[src/rtl/led_trail_pwm.sv]
// LED comet-trail driver: lit pattern bits go to full brightness,
// dropped bits fade out through a PWM brightness ramp.
module led_trail_pwm #(
  parameter int N_LEDS     = 8,
  parameter int PWM_BITS   = 4,
  parameter int DECAY_DIV  = 250000,
  parameter int DECAY_STEP = 2
) (
  input  logic              clk,
  input  logic              btn,
  input  logic [N_LEDS-1:0] led_in,
  output logic [N_LEDS-1:0] led_out,
  output logic              frame_tick
);

  localparam int DW = (DECAY_DIV > 1) ? $clog2(DECAY_DIV) : 1;

  localparam logic [PWM_BITS-1:0] MAX   = '1;
  localparam logic [PWM_BITS-1:0] STEP  = PWM_BITS'(DECAY_STEP);
  localparam logic [PWM_BITS-1:0] P_ONE = PWM_BITS'(1);
  localparam logic [DW-1:0]       D_ONE = DW'(1);
  localparam logic [DW-1:0]       DLAST = DW'(DECAY_DIV - 1);

  logic [N_LEDS-1:0]   led_q;
  logic [PWM_BITS-1:0] pwm_cnt;
  logic [DW-1:0]       decay_cnt;
  logic                decay_tick;
  logic [PWM_BITS-1:0] bright [N_LEDS];

  assign decay_tick = (decay_cnt == DLAST);

  always_ff @(posedge clk) begin
    if (btn) begin
      led_q      <= '0;
      pwm_cnt    <= '0;
      decay_cnt  <= '0;
      frame_tick <= 1'b0;
    end else begin
      led_q      <= led_in;
      pwm_cnt    <= pwm_cnt + P_ONE;
      frame_tick <= (pwm_cnt == MAX);
      decay_cnt  <= decay_tick ? '0 : decay_cnt + D_ONE;
    end
  end

  // Load beats decay; decay saturates at zero instead of wrapping.
  always_ff @(posedge clk) begin
    if (btn) begin
      for (int i = 0; i < N_LEDS; i++) begin
        bright[i] <= '0;
      end
      led_out <= '0;
    end else begin
      for (int i = 0; i < N_LEDS; i++) begin
        if (led_q[i]) begin
          bright[i] <= MAX;
        end else if (decay_tick) begin
          bright[i] <= (bright[i] < STEP) ? '0
                     : bright[i] - STEP;
        end
        led_out[i] <= (bright[i] == MAX)
                    | (bright[i] > pwm_cnt);
      end
    end
  end

endmodule
[config.mk]
export PLATFORM = sky130hd
export DESIGN_NAME = led_trail_pwm
export DESIGN_NICKNAME = d
export VERILOG_FILES = /design/src/rtl/led_trail_pwm.sv
export SDC_FILE = /design/constraint.sdc
export NUM_CORES = 1
export LEC_CHECK = 0
export CELL_PAD_IN_SITES_DETAIL_PLACEMENT = 1
export CELL_PAD_IN_SITES_GLOBAL_PLACEMENT = 1
export CORE_MARGIN = 3
export CORE_UTILIZATION = 30
export DETAILED_ROUTE_END_ITERATION = 10
export PLACE_DENSITY = 0.57
export RECOVER_POWER = 100
export SLEW_MARGIN = 5
export SYNTH_ARGS = -nofsm -noshare
export SYNTH_HDL_FRONTEND = slang
export SYNTH_SLANG_ARGS = --single-unit
[constraint.sdc]
create_clock -name clk -period 2.5 [get_ports clk]
set_clock_uncertainty 0.1 [all_clocks]
set_input_delay 0.25 -clock clk [delete_from_list [all_inputs] [get_ports clk]]
set_output_delay 0.25 -clock clk [all_outputs]
set_load 0.01 [all_outputs]
== Yosys cells after proc, flatten, opt, wreduce, memory -nomap -nowiden ==
Memory sizes are Yosys's and may differ from the RTL's.
Index checks and enable logic that the tools add are counted.
Word-level totals
  register bits after elaboration: 39
  latch bits: 0
  RAM bits: 32
  memory bits (read-only): 0
  output and inout port bits: 9
  word-level logic and storage cells: 142
  input bits: 10
  memories kept: 1
Memory list
  bright: words 8, width 4, read ports 8, clocked after memory_dff 0, wr ports 8, line 28  | logic [PWM_BITS-1:0] bright [N_LEDS];
Cells by class
  equality and inequality tests: 10
  multiplexer cells: 75
  bitwise gates (word level): 24
  add/sub/neg operators: 10
  div/mod/pow operators: 0
  order comparisons: 16
  reductions and logical operators: 1
  shift-type cells: 0
  multipliers: 0
Operators by type and width (count)
  $mux 4: 24
  $mux 1: 51
  $eq 4x4->1 const B: 9
  $gt 4x4->1: 8
  $lt 4x2->1 const B: 8
  $sub 4x2->4 const B: 8
  $or 1x1->1: 24
  $add 18x1->18 const B: 1
  $eq 18x18->1 const B: 1
  $add 4x1->4 const B: 1
  $reduce_or 2->1: 1

== Logic depth before layout (Yosys ltp) ==
  word-level depth: 6
  mapped depth: 6
  mapped depth without buffers: 6

== Least setup slack after synthesis ==
Ideal clock, no wire load.
  kind: reg-to-reg
  from: reg decay_cnt[8]
  to: mem bright[0][0], enable pin
  stages on the path, launching flop included: 6
  setup slack: 790 ps
  setup time: 291 ps
  arrival: 1319 ps
  path buffers: 1
  data required time: 2109 ps
  cell sequence: dfxtp_1 -> nor4_1 -> nand4_1 -> nor2_1 -> buf_4 -> a211o_1
RTL lines
  start, declared: line 26  | logic [DW-1:0] decay_cnt;
  start signal, assigned: line 42  | decay_cnt <= decay_tick ? '0 : decay_cnt + D_ONE;
  end, declared: line 28

==> reports/qor.txt <==
first-pass GRT wire length = 15.7 mm
main combinational cell family by area after synthesis = simple AND/OR/NAND/NOR gates
area leader, netlist = edfxtp_1
Crit Path Category = flop to flop
initial core utilization = 0.308
P_int = 2.13 mW
DIE WIDTH = 120 um
count of final hold-check violations = 0
setup TNS = 0 ps
synth warn = 0
IO Pins = 19
Clock power frac = 0.399
leakage power = 1.78 nW
NetSw = 767 uW
final worst setup slack = 347 ps
Final min period = 2150 ps
Cell Rows = 41
Max clock buf depth = 2
Clock Sinks = 71
top cell type's share of synthesized area = 0.245
Crit path max-delay family = simple AND/OR/NAND/NOR gates
Multi-input gate area = 0.00195 mm^2
DRC Markers = 0
startpoint class of the critical path = flop
period utilisation layout = 0.861
Post-CTS Resized = 0
Worst-Skew Late Latency = 340 ps
chip height = 120 um
maximum vdd drop = 0.207 mV
Synth area leaders = edfxtp_1 25%, dfxtp_1 20%, ha_1 13%, nor2_1 4.1%, inv_1 3.9%
flops & latches, synth = 71
CP Capture Type = flop
Buffers on Ports = 18
syn_area_per_cell = 9.63 um^2
max cap viols = 0
Diodes inserted = 0
core area = 0.0127 mm^2
vias per std cell = 5.03
CP max stage delay = 550 ps
count leader, synth = nor2_1
Async S/R FF share, synth = 0
syn nets = 459
Cells after Synth = 407
compound-gate portion of the synthesized area = 0.141
GR Overflow Total = 0
post-CTS setup buffers = 0
status = finished clean
CTS Buf Count = 9
setup repair after global routing missed its margin = false
GP Congestion = 0.743
pre-CTS WS = 284 ps
die area = 0.0145 mm^2
EDFF count, synth = 32
Finished Core Util = 0.356
fraction of the mapped netlist area in simple logic gates = 0.179
FMAX = 0.464 GHz
Adder-Cell Fraction of Synth Area = 0.134
post-detail-place hpwl = 6.47 mm
number of global-route vias before repair = 3296
Synth top cells by count = 43 x nor2_1, 42 x ha_1, 41 x inv_1
routed vias = 3056
layout cells sized above 1 = 0.0688
nets = 483
initial antenna violation count = 0
Reg power frac = 0.467
fillers = 1497
TritonCTS clock tree = yes
largest net degree at the start of global routing = 28
Total Power = 2.90 mW
Yosys cell types = 41
ys flop type = dfxtp_1
Clk pin slew, worst setup/hold paths = 60 ps
WL final = 9.21 mm
register area = 0.00174 mm^2
Root Driver = clkbuf_16
Max Transition Viols Final = 0
data required time of the worst path = 2440 ps
mux share of post-synthesis cell area = 0.00798
Final ANT Viol Nets = 0
total global-route track usage = 0.137
1st-iter DRT viols = 92
Worst Max-Slew Pin Slew = 1320 ps
sw frac = 0.265
worst-path cell chain = nor4_1 > nand4_1 > or2_1 > nand3_1
H-Tree Depth = 3
area grow syn2layout = 15.4%
Slew HR = 0.121
Worst Path Buf+Inv = 0
Worst EP arrival = 2090 ps
r2r setup slk = 350 ps
register area share after synthesis = 0.444
drt pass-1 iters = 4
Wirelength per Cell = 15.1 um
combinational share of power = 0.134
Post-Syn Area = 0.00392 mm^2
CP max FO = 21
# setup viols final = 0
hold bufs inserted after CTS = 0
critical path's slowest cell = or2_1
xor-xnor portion of the synthesized cell area = 0.0402
power density cells = 640 mW/mm^2
Hold Crit Class = primary input to flop
[kinds of logic after synthesis]
group                    after synthesis
adder cells (fa/ha/maj)               42
XOR/XNOR                              18
AND/OR/NAND/NOR                      134
multiplexers                           3
AO/OA/AOI/OAI                         87
flip-flops                            71
buffers and inverters                 52
[path summary, 6_finish.rpt]
kind                                 endpoint  cells after the start                    start
setup / recovery  bright[1][14]$_SDFFCE_PP0P_                      4  decay_cnt[8]$_SDFF_PP0_
hold / removal            led_q[7]$_SDFF_PP0_                      2                led_in[7]
setup reg to reg  bright[1][14]$_SDFFCE_PP0P_                      4  decay_cnt[8]$_SDFF_PP0_
hold reg to reg       decay_cnt[0]$_SDFF_PP0_                      1  decay_cnt[0]$_SDFF_PP0_
[metal layers]
| layer | share of wire | global-route usage | up-vias |
|---|---|---|---|
| met2 | 0.48 | 0.231 | 37 |
| met5 | 0 | 0 | - |
| met3 | 0.030 | 0.0313 | 22 |
| li1 | - | - | 1513 |
| met4 | 0.031 | 0.0701 | 0 |
| met1 | 0.46 | 0.163 | 1484 |
[flip-flops by register name (all words and copies together) (netlist names)]
signal      flops
decay_cnt      18
led_q           8
pwm_cnt         4
led_out         8
bright         32
frame_tick      1
[power by group through the flow]
stage / combinational, mW / sequential, mW / clock [mW]
after detailed placement: 0.402 / 1.38 / 0
after floorplan: 0.263 / 1.37 / 0
after CTS: 0.405 / 1.35 / 1.20
after global placement: 0.380 / 1.38 / 0
after global routing: 0.450 / 1.36 / 1.25
final: 0.388 / 1.35 / 1.16
[layout make-up]
class | instances | area share
inverter | 41 | 0.0340
multi-input combinational | 284 | 0.430
clock buffer | 9 | 0.0498
timing repair buffer | 24 | 0.0445
tap | 172 | 0.0476
clock inverter | 7 | 0.00885
sequential | 71 | 0.385
[stage by stage]
step,hold slack (ps),cell area [um^2],cells
global route,363,4520,608
global placement,345,4300,592
finish,369,4520,608
CTS,295,4560,608
floorplan,278,3920,407
detailed placement,372,4300,592
[cell usage in the layout (no fill, tap or decap), types with 8 or more instances in the layout]
master           count
a211o_1              8
a21oi_1             26
clkbuf_16            9
clkdlybuf4s50_1      8
dfxtp_1             39
dlygate4sd3_1        9
edfxtp_1            32
ha_1                42
inv_1               41
nand2_1              9
nand4_1             22
nor2_1              43
nor2b_1             12
nor3_1              10
o21ai_0             31
xnor2_1             17
No activity file was read; power rests on OpenSTA's default activity.
